### src/rtl/mdu_iter.sv
`default_nettype none
// +----------------------------------------------------------------------+
// | Module   : mdu_iter                                                  |
// | Purpose  : Iterative radix-2 multiply / restoring divide unit with   |
// |            HI/LO result registers, MADD/MSUB accumulate, busy/done   |
// |            handshake and IRQ cancel. One step per cycle, WIDTH       |
// |            cycles per operation.                                     |
// | Revision : 1.0  initial release                                      |
// +----------------------------------------------------------------------+
module mdu_iter #(
  parameter int WIDTH = 32
) (
  input  logic             clk,
  input  logic             clr_n,
  input  logic [WIDTH-1:0] RSD,
  input  logic [WIDTH-1:0] RTD,
  input  logic [3:0]       CTL,
  input  logic             IRQ,
  output logic             busy,
  output logic             done,
  output logic [WIDTH-1:0] out
);

  localparam int c_CNT_W = $clog2(WIDTH + 1);
  localparam logic [c_CNT_W-1:0] c_CNT_INIT = c_CNT_W'(WIDTH);
  localparam logic [c_CNT_W-1:0] c_CNT_LAST = c_CNT_W'(1);

  localparam logic [3:0] c_OP_MFLO  = 4'd0;
  localparam logic [3:0] c_OP_MFHI  = 4'd1;
  localparam logic [3:0] c_OP_MTHI  = 4'd2;
  localparam logic [3:0] c_OP_MTLO  = 4'd3;
  localparam logic [3:0] c_OP_MULT  = 4'd4;
  localparam logic [3:0] c_OP_MULTU = 4'd5;
  localparam logic [3:0] c_OP_DIV   = 4'd6;
  localparam logic [3:0] c_OP_DIVU  = 4'd7;
  localparam logic [3:0] c_OP_MADD  = 4'd8;
  localparam logic [3:0] c_OP_MADDU = 4'd9;
  localparam logic [3:0] c_OP_MSUB  = 4'd10;
  localparam logic [3:0] c_OP_MSUBU = 4'd11;

  // Committed architectural state
  logic [WIDTH-1:0]   r_hi;
  logic [WIDTH-1:0]   r_lo;
  // Working state. For multiplies r_acc is the product accumulator; for
  // divides it holds {partial remainder, dividend/quotient}.
  logic [2*WIDTH-1:0] r_acc;
  logic [WIDTH-1:0]   r_opb;     // multiplicand / divisor magnitude (raw RSD on divide-by-zero)
  logic [WIDTH-1:0]   r_mplier;  // multiplier, shifted right one bit per step
  logic [c_CNT_W-1:0] r_cnt;
  logic [3:0]         r_op;
  logic               r_neg_q;   // negate product / quotient at commit
  logic               r_neg_r;   // negate remainder at commit
  logic               r_dz;      // divide by zero: result fixed at accept
  logic               r_busy;
  logic               r_done;

  // Operand conditioning at accept: signed opcodes work on magnitudes.
  // The magnitude of the most negative value is its own unsigned pattern,
  // which is what makes DIV -2^(W-1) / -1 fall out as -2^(W-1) rem 0.
  logic             w_ctl_signed;
  logic             w_rsd_neg;
  logic             w_rtd_neg;
  logic [WIDTH-1:0] w_rsd_mag;
  logic [WIDTH-1:0] w_rtd_mag;

  assign w_ctl_signed = (CTL == c_OP_MULT) || (CTL == c_OP_DIV) ||
                        (CTL == c_OP_MADD) || (CTL == c_OP_MSUB);
  assign w_rsd_neg    = w_ctl_signed & RSD[WIDTH-1];
  assign w_rtd_neg    = w_ctl_signed & RTD[WIDTH-1];
  assign w_rsd_mag    = w_rsd_neg ? -RSD : RSD;
  assign w_rtd_mag    = w_rtd_neg ? -RTD : RTD;

  // One shift-add multiply step: add multiplicand into the upper half,
  // then shift the whole accumulator right with the carry.
  logic [WIDTH:0]     w_mul_sum;
  logic [2*WIDTH-1:0] w_mul_next;

  assign w_mul_sum  = {1'b0, r_acc[2*WIDTH-1:WIDTH]} +
                      (r_mplier[0] ? {1'b0, r_opb} : {(WIDTH+1){1'b0}});
  assign w_mul_next = {w_mul_sum, r_acc[WIDTH-1:1]};

  // One restoring divide step: shift {rem,quo} left, trial-subtract the
  // divisor from the widened remainder, keep it if no borrow.
  logic [WIDTH:0]     w_div_hi;
  logic [WIDTH:0]     w_div_diff;
  logic               w_div_ge;
  logic [WIDTH-1:0]   w_div_rem;
  logic [2*WIDTH-1:0] w_div_next;

  assign w_div_hi   = r_acc[2*WIDTH-1:WIDTH-1];
  assign w_div_diff = w_div_hi - {1'b0, r_opb};
  assign w_div_ge   = ~w_div_diff[WIDTH];
  assign w_div_rem  = w_div_ge ? w_div_diff[WIDTH-1:0] : w_div_hi[WIDTH-1:0];
  assign w_div_next = {w_div_rem, r_acc[WIDTH-2:0], w_div_ge};

  logic               w_op_div;
  logic [2*WIDTH-1:0] w_acc_next;

  assign w_op_div   = (r_op == c_OP_DIV) || (r_op == c_OP_DIVU);
  assign w_acc_next = w_op_div ? w_div_next : w_mul_next;

  // Commit values: the final step result with signs applied, accumulated
  // onto the current HI/LO for MADD/MSUB.
  logic [2*WIDTH-1:0] w_prod;
  logic [2*WIDTH-1:0] w_hilo;
  logic [2*WIDTH-1:0] w_mul_res;
  logic [WIDTH-1:0]   w_quo;
  logic [WIDTH-1:0]   w_rem;
  logic [WIDTH-1:0]   w_commit_hi;
  logic [WIDTH-1:0]   w_commit_lo;

  assign w_prod = r_neg_q ? -w_acc_next : w_acc_next;
  assign w_hilo = {r_hi, r_lo};
  assign w_quo  = w_acc_next[WIDTH-1:0];
  assign w_rem  = w_acc_next[2*WIDTH-1:WIDTH];

  // Select the multiply result flavour and the final HI/LO write data
  always_comb begin
    w_mul_res = w_prod;
    if ((r_op == c_OP_MADD) || (r_op == c_OP_MADDU)) begin
      w_mul_res = w_hilo + w_prod;
    end else if ((r_op == c_OP_MSUB) || (r_op == c_OP_MSUBU)) begin
      w_mul_res = w_hilo - w_prod;
    end
    w_commit_hi = w_mul_res[2*WIDTH-1:WIDTH];
    w_commit_lo = w_mul_res[WIDTH-1:0];
    if (w_op_div) begin
      if (r_dz) begin
        w_commit_lo = {WIDTH{1'b1}};
        w_commit_hi = r_opb;
      end else begin
        w_commit_lo = r_neg_q ? -w_quo : w_quo;
        w_commit_hi = r_neg_r ? -w_rem : w_rem;
      end
    end
  end

  // Accept, iterate, commit or cancel; HI/LO only change on MT* or commit
  always_ff @(posedge clk or negedge clr_n) begin
    if (!clr_n) begin
      r_hi     <= '0;
      r_lo     <= '0;
      r_acc    <= '0;
      r_opb    <= '0;
      r_mplier <= '0;
      r_cnt    <= '0;
      r_op     <= '0;
      r_neg_q  <= 1'b0;
      r_neg_r  <= 1'b0;
      r_dz     <= 1'b0;
      r_busy   <= 1'b0;
      r_done   <= 1'b0;
    end else begin
      r_done <= 1'b0;
      if (r_busy) begin
        if (IRQ) begin
          r_busy <= 1'b0;
          r_cnt  <= '0;
        end else begin
          r_acc    <= w_acc_next;
          r_mplier <= r_mplier >> 1;
          r_cnt    <= r_cnt - c_CNT_LAST;
          if (r_cnt == c_CNT_LAST) begin
            r_hi   <= w_commit_hi;
            r_lo   <= w_commit_lo;
            r_busy <= 1'b0;
            r_done <= 1'b1;
          end
        end
      end else if (!IRQ) begin
        case (CTL)
          c_OP_MTHI: r_hi <= RSD;
          c_OP_MTLO: r_lo <= RSD;
          c_OP_MULT, c_OP_MULTU, c_OP_MADD, c_OP_MADDU, c_OP_MSUB, c_OP_MSUBU: begin
            r_op     <= CTL;
            r_acc    <= '0;
            r_opb    <= w_rsd_mag;
            r_mplier <= w_rtd_mag;
            r_neg_q  <= w_rsd_neg ^ w_rtd_neg;
            r_neg_r  <= 1'b0;
            r_dz     <= 1'b0;
            r_cnt    <= c_CNT_INIT;
            r_busy   <= 1'b1;
          end
          c_OP_DIV, c_OP_DIVU: begin
            r_op     <= CTL;
            r_acc    <= {{WIDTH{1'b0}}, w_rsd_mag};
            r_opb    <= (RTD == '0) ? RSD : w_rtd_mag;
            r_mplier <= '0;
            r_neg_q  <= w_rsd_neg ^ w_rtd_neg;
            r_neg_r  <= w_rsd_neg;
            r_dz     <= (RTD == '0);
            r_cnt    <= c_CNT_INIT;
            r_busy   <= 1'b1;
          end
          default: ;
        endcase
      end
    end
  end

  // Read port always shows the committed HI/LO
  always_comb begin
    out = '0;
    if (CTL == c_OP_MFLO) begin
      out = r_lo;
    end else if (CTL == c_OP_MFHI) begin
      out = r_hi;
    end
  end

  assign busy = r_busy;
  assign done = r_done;

endmodule
`default_nettype wire
### config.mk
export PLATFORM = sky130hd
export DESIGN_NAME = mdu_iter
export DESIGN_NICKNAME = d
export VERILOG_FILES = /design/src/rtl/mdu_iter.sv
export SDC_FILE = /design/constraint.sdc
export NUM_CORES = 1
export LEC_CHECK = 0
export BUFFER_PORTS_ARGS = -buffer_cell sky130_fd_sc_hd__clkbuf_2
export CORE_MARGIN = 1.5
export CORE_UTILIZATION = 40
export DETAILED_ROUTE_END_ITERATION = 12
export PLACE_DENSITY = 0.55
export SYNTH_ARGS = -nofsm -noshare
export SYNTH_HDL_FRONTEND = slang
export SYNTH_SLANG_ARGS = --single-unit
export TNS_END_PERCENT = 20
### constraint.sdc
create_clock -name clk -period 18.4 [get_ports clk]
set_input_delay 3.68 -clock clk [delete_from_list [all_inputs] [get_ports clk]]
set_output_delay 3.68 -clock clk [all_outputs]
set_load 0.01 [all_outputs]
==> run metrics, run 1 <==
run status=finished clean; achievable clock frequency=97.3 MHz; Yosys top cell area share=0.195; number of antenna violations at the first check in global routing=2; max-cap viol count=0; total wire length=117 mm; clock tree from TritonCTS=yes; height of the die=260 microns; top area cells in the synthesized netlist=sky130_fd_sc_hd__dfrtp_1 20%, sky130_fd_sc_hd__ha_1 10%, sky130_fd_sc_hd__a21oi_1 6.4%, sky130_fd_sc_hd__o21ai_0 6.4%, sky130_fd_sc_hd__xnor2_1 6.1%; Startpoint Class=flip-flop; ranking of synthesized cells by instance count=400 x sky130_fd_sc_hd__nand2_1, 337 x sky130_fd_sc_hd__a21oi_1, 337 x sky130_fd_sc_hd__o21ai_0; reg-to-reg critical path endpoint=r_hi[25]$_DFFE_PN0P_; GR Util met2=0.491; count of input and output buffers=~100; Min-Delay Path Depth=1; flop-to-flop setup slack=8.12 ns; half-perimeter wire length after placement=89.9 mm; clock-pin slew reported for the worst setup and hold paths after clock tree synthesis=0.06 ns; width of the chip=approximately 260 microns; slew at the pin closest to its max-slew limit=1.30 ns; CTS H-tree depth=1; clock buffer count from CTS=31; initial cell density of the core=0.407; Layout Cells excl Fill=4,481; maximum number of pins on one net before global-route repair=144; CTS Hold Buffers Added=0; type of the setup path with the least slack=reg2reg; Routed WL per cell=~26 microns; DR pass1 iterations=8; share of flip-flops with an asynchronous set or reset=1.00; Core Area=64,800 sq um; syn_nets=3,932; number of different library cells in the post-synthesis netlist=100; Rel. slew slack=0.128; met3 usage=0.0509; total global-route track usage=0.336; Crit path arrival time=10.77 ns; Congestion Overflow GR=0; count leader, synth=sky130_fd_sc_hd__nand2_1; vias in the first global route=26,100; slowest cell on the critical path=sky130_fd_sc_hd__o41ai_1; cells on worst reg2reg path=35; Post-Syn Area=26,400 sq um; Hold Crit Start=r_mplier[16]$_DFFE_PN0P_; Post-CTS Repair Setup Buffers=0; most used routing layer=met2; ys flop type=sky130_fd_sc_hd__dfrtp_1; average vias per placed instance=roughly 6.4; fraction of layout instances using a drive strength above 1=0.0756; clock buffer depth=3; Crit path required time=18.89 ns; setup repair after global routing missed its margin=no; sink of the worst hold path=r_mplier[16]$_DFFE_PN0P_; Routed Antenna Nets=0; final std cell area, no fill=around 29,000 sq um; type of the most critical hold path=reg2reg; endpoint class of the critical path=flip-flop; cell area after placement=27,500 sq um; post-cts sizing count=0; final clock period utilization by the worst path=0.559; Synth warnings=0; placer's final routability congestion estimate=1.03; final number of setup-violating endpoints=0; Post-Syn Area per Cell=7.24 sq um; final total negative setup slack=0 ns; number of synthesized flops with an enable pin=0; first-pass GRT wire length=173 mm; Synth Register Bits=206; post-route clock skew=between 0.015 and 0.02 ns; CP peak stage delay=0.94 ns; synthesized netlist cell count=3,647; clock latency on the worst-skew pair=0.63 ns; count of routing violations after the opening detailed-route iteration=3,252; critical path peak fanout=21; Syn-to-layout area delta=8.23%; Net count, final=3,886; fraction of met1 tracks used by global routing=0.491; DR DRC count=0; launching point of the worst reg2reg path=r_acc[31]$_DFFE_PN0P_; total via count in the routed design=28,600; final-report hold violation count=0; library cell occupying the most area in the post-synthesis netlist=sky130_fd_sc_hd__dfrtp_1; Placed Cells incl. Taps=4,423; root cell of the clock tree=sky130_fd_sc_hd__clkbuf_16; sequential-to-total area share from yosys stat=0.195; Max Transition Viols Final=0; placement row count=93; I/O pin count=approximately 110; count of clock tree sinks=206; final worst path period need=roughly 10 ns; Die Area=between 60,000 and 70,000 sq um
-- routing by layer --
metal | wire length (microns) | vias up
li1 | - | 13200
met1 | 51800 | 13700
met2 | 48400 | 1474
met3 | 11300 | 187
met4 | 5390 | 0
met5 | 0 | -
-- placed cells by master (no fill, tap or decap), types with 16 or more instances in the layout --
cell,n
sky130_fd_sc_hd__and3_1,18
sky130_fd_sc_hd__nor2b_1,27
sky130_fd_sc_hd__nand2b_1,28
sky130_fd_sc_hd__nor2_1,302
sky130_fd_sc_hd__nor4_1,19
sky130_fd_sc_hd__xnor2_1,184
sky130_fd_sc_hd__buf_4,38
sky130_fd_sc_hd__clkbuf_2,103
sky130_fd_sc_hd__nand3_1,74
sky130_fd_sc_hd__o221ai_1,33
sky130_fd_sc_hd__inv_1,194
sky130_fd_sc_hd__nand2_1,398
sky130_fd_sc_hd__a221oi_1,31
sky130_fd_sc_hd__or3_1,35
sky130_fd_sc_hd__o22ai_1,39
sky130_fd_sc_hd__a22o_1,36
sky130_fd_sc_hd__dfrtp_1,204
sky130_fd_sc_hd__a21oi_1,336
sky130_fd_sc_hd__ha_1,210
sky130_fd_sc_hd__a211oi_1,73
sky130_fd_sc_hd__o31ai_1,53
sky130_fd_sc_hd__o21a_1,34
sky130_fd_sc_hd__a31oi_1,57
sky130_fd_sc_hd__o21bai_1,42
sky130_fd_sc_hd__o211ai_1,41
sky130_fd_sc_hd__xor2_1,87
sky130_fd_sc_hd__clkbuf_16,31
sky130_fd_sc_hd__o21ai_0,337
sky130_fd_sc_hd__mux2i_1,43
sky130_fd_sc_hd__and2_1,45
sky130_fd_sc_hd__nand4_1,32
sky130_fd_sc_hd__o41ai_1,22
sky130_fd_sc_hd__nor3_1,75
sky130_fd_sc_hd__a21o_1,60
sky130_fd_sc_hd__or4_1,16
-- stage by stage --
| stage | hold WS (ns) | util | setup WS (ns) |
|---|---|---|---|
| 2_1_floorplan | 0.445 | - | 9.93 |
| 3_3_place_gp | 0.473 | 0.425 | 8.66 |
| 3_5_place_dp | 0.475 | 0.425 | 8.38 |
| 4_1_cts | 0.489 | 0.441 | 8.31 |
| 5_1_grt | 0.504 | 0.441 | 7.45 |
| 6_report | 0.488 | 0.441 | 8.12 |
-- kinds of logic (layout without fill, tap and decap cells) --
logic type / after synthesis / in the layout / share of synthesized area
compound gates: 1340 / 1340 / 0.328
simple gates: 1140 / 1140 / 0.201
buf+inv: 422 / 400 / 0.0610
xor+xnor: 272 / 272 / 0.0908
fa+ha+maj: 214 / 214 / 0.103
flops: 206 / 206 / 0.195
mux: 53 / 53 / 0.0211
other cells: 0 / 1 / 0
-- area by class of cell --
class,instances,area [sq um]
diodes,1,2.50
clock buffers,45,918
fillers,6803,36200
inverters,200,752
flip-flops and latches,206,5160
well taps,855,1070
clock inverters,12,130
multi-input cells,3019,19700
repair buffers,143,836
-- state kept, by name, summed over array words and instances, names as in the netlist --
name and cells:
busy 1, done 1, r_acc 64, r_cnt 6
r_dz 1, r_hi 32, r_lo 32, r_mplier 32
r_neg_q 1, r_neg_r 1, r_op 3, r_opb 32
-- worst max-delay path by stage --
stage,start,to,slack [ns]
floorplan,CTL[2],out[10],9.93
detailed placement,r_acc[31]$_DFFE_PN0P_,r_hi[25]$_DFFE_PN0P_,8.38
global placement,r_acc[31]$_DFFE_PN0P_,r_hi[25]$_DFFE_PN0P_,8.66
finish,r_acc[31]$_DFFE_PN0P_,r_hi[25]$_DFFE_PN0P_,8.12
CTS,r_acc[31]$_DFFE_PN0P_,r_hi[25]$_DFFE_PN0P_,8.31
global route,r_acc[31]$_DFFE_PN0P_,r_hi[25]$_DFFE_PN0P_,7.45
-- worst max-delay path: cells and delay by family, from the launching register on --
kind / cells / cell delay [ns]
adders and majority gates: 4 / 1.18
and+or+nand+nor: 6 / 2.05
buffers and inverters: 4 / 0.41
AOI/OAI and AO/OA: 19 / 5.62
DFF: 1 / 0.38
xor gates and xnor gates: 2 / 0.46
Power of run 1 is left out: the tool's default activity adds up to more than one toggle a clock period on the data nets, which glitch-free logic cannot reach.
==> inputs of run 2 (changes only) <==
==> constraint.sdc (replaced) <==
create_clock -name clk -period 10.2 [get_ports clk]
set_input_delay 2.04 -clock clk [delete_from_list [all_inputs] [get_ports clk]]
set_output_delay 2.04 -clock clk [all_outputs]
set_load 0.01 [all_outputs]
==> run 2 against run 1 <==
  * Setup slack lost 7.4 ns
  * Sequential share of layout area is essentially flat
  * Non-clock buffer count grew 10
  * Worst hold slack gained 0.0023 ns
  * Global-route usage shrank 0.20 points
  * Count of clock-buffer cells in the layout shrank 5
  * Core utilization grew 0.10 points
  * Via count is essentially flat
  * First-iteration DRC count grew 2.3%
  * Clock skew grew 0.031 ns
  * Critical endpoint unchanged
==> run metrics, run 2 (synthesis gave the netlist of run 1 again) <==
commonest non-fill, non-tap cell in the layout=sky130_fd_sc_hd__nand2_1; clock-pin slew reported for the worst setup and hold paths after clock tree synthesis=approximately 0.06 ns; fraction of layout instances using a drive strength above 1=0.0779; placement row count=93; dpl ws=about 0.94 ns; final-report hold violation count=0; clock latency on the worst-skew pair=around 0.64 ns; flop-to-flop setup slack=0.69 ns; final clock period utilization by the worst path=0.932; total wire length=116 mm; vias in the first global route=25,800; Routed Antenna Nets=0; count of routing violations after the opening detailed-route iteration=3,328; setup repair after global routing missed its margin=no; sink of the worst hold path=r_mplier[16]$_DFFE_PN0P_; half-perimeter wire length after placement=90.2 mm; Post-CTS Repair Setup Buffers=0; slack of the critical path=0.692 ns; height of the die=260 microns; cells on worst reg2reg path=34; final total negative setup slack=0 ns; fraction of met1 tracks used by global routing=0.484; CTS Hold Buffers Added=0; Die Area=67,500 sq um; Min-Delay Path Depth=1; final worst path period need=between 9 and 10 ns; I/O pin count=105; launching point of the worst reg2reg path=r_acc[31]$_DFFE_PN0P_; CTS H-tree depth=1; total global-route track usage=0.334; slew at the pin closest to its max-slew limit=between 1 and 1.5 ns; Congestion Overflow GR=0; Net count, final=3,895; Core Area=64,800 sq um; Crit path required time=10.66 ns; type of the most critical hold path=reg2reg; Max Transition Viols Final=0; Most flops, register=r_acc; first-pass GRT wire length=approximately 170 mm; reg-to-reg critical path endpoint=r_hi[25]$_DFFE_PN0P_; width of the chip=260 microns; Hold Crit Start=r_mplier[16]$_DFFE_PN0P_; Startpoint Class=flip-flop; Rel. slew slack=0.230; post-route clock skew=0.0481 ns; critical path peak fanout=15; DR pass1 iterations=7; CP peak stage delay=0.94 ns; clock buffer count from CTS=30; maximum number of pins on one net before global-route repair=110; Layout Cells excl Fill=4,490; commonest cells after routing, fill and taps aside=398 x sky130_fd_sc_hd__nand2_1, 337 x sky130_fd_sc_hd__o21ai_0, 336 x sky130_fd_sc_hd__a21oi_1; Syn-to-layout area delta=8.48%; met3 usage=0.0580; root cell of the clock tree=sky130_fd_sc_hd__clkbuf_16; Crit path arrival time=9.97 ns; initial cell density of the core=0.407; count of input and output buffers=~100; run status=finished clean; number of antenna violations at the first check in global routing=4; clock buffer depth=3; slowest cell on the critical path=sky130_fd_sc_hd__o41ai_1; achievable clock frequency=around 110 MHz; max-cap viol count=0; GR Util met2=0.493; clock tree from TritonCTS=yes; post-cts sizing count=0; final number of setup-violating endpoints=0; count of clock tree sinks=a little over 200; DR DRC count=0; total via count in the routed design=~29,000; endpoint class of the critical path=flip-flop; most used routing layer=met2; average vias per placed instance=6.36; placer's final routability congestion estimate=1.02; type of the setup path with the least slack=reg2reg; Largest register FFs=between 60 and 70; Routed WL per cell=25.9 microns; Placed Cells incl. Taps=4,433
## run 2: through the flow
step	instance area [sq um]	hold WS [ns]	utilization
2_1_floorplan	26400	0.445	-
3_3_place_gp	27600	0.461	0.426
3_5_place_dp	27600	0.470	0.426
4_1_cts	28600	0.484	0.442
5_1_grt	28600	0.509	0.442
6_report	28600	0.490	0.442
## run 2: worst max path at each step
stage / start / endpoint / slack [ns] / cells after the start
CTS: r_acc[31]$_DFFE_PN0P_ / r_hi[25]$_DFFE_PN0P_ / 0.85 / 36
floorplan: r_op[3]$_DFFE_PN0P_ / r_hi[29]$_DFFE_PN0P_ / 2.42 / 31
detailed placement: r_acc[31]$_DFFE_PN0P_ / r_hi[25]$_DFFE_PN0P_ / 0.94 / 36
finish: r_acc[31]$_DFFE_PN0P_ / r_hi[25]$_DFFE_PN0P_ / 0.69 / 34
global placement: r_acc[31]$_DFFE_PN0P_ / r_hi[25]$_DFFE_PN0P_ / 1.13 / 34
global route: r_acc[31]$_DFFE_PN0P_ / r_hi[25]$_DFFE_PN0P_ / 0.24 / 36
## run 2: metal layers
| metal | wire (microns) | up-vias |
|---|---|---|
| met3 | 11000 | 176 |
| li1 | - | 13200 |
| met5 | 0 | - |
| met2 | 48400 | 1470 |
| met4 | 4830 | 0 |
| met1 | 52200 | 13700 |
## run 2: area by class of cell
cell class | instances | area [sq um]
Multi-Input combinational cell | 3019 | 19700
Tap cell | 855 | 1070
Antenna cell | 1 | 2.50
Inverter | 200 | 752
Timing Repair Buffer | 153 | 923
Fill cell | 6699 | 36200
Clock inverter | 16 | 189
Sequential cell | 206 | 5160
Clock buffer | 40 | 838
## run 2: worst max-delay path: cells and delay by family (launching register included)
family	cells	cell delay, ns
AOI/OAI and AO/OA	20	5.72
xor gates and xnor gates	2	0.46
and+or+nand+nor	4	1.03
adders and majority gates	4	1.31
DFF	1	0.38
buffers and inverters	4	0.44
Power of run 2 is left out for the same reason.
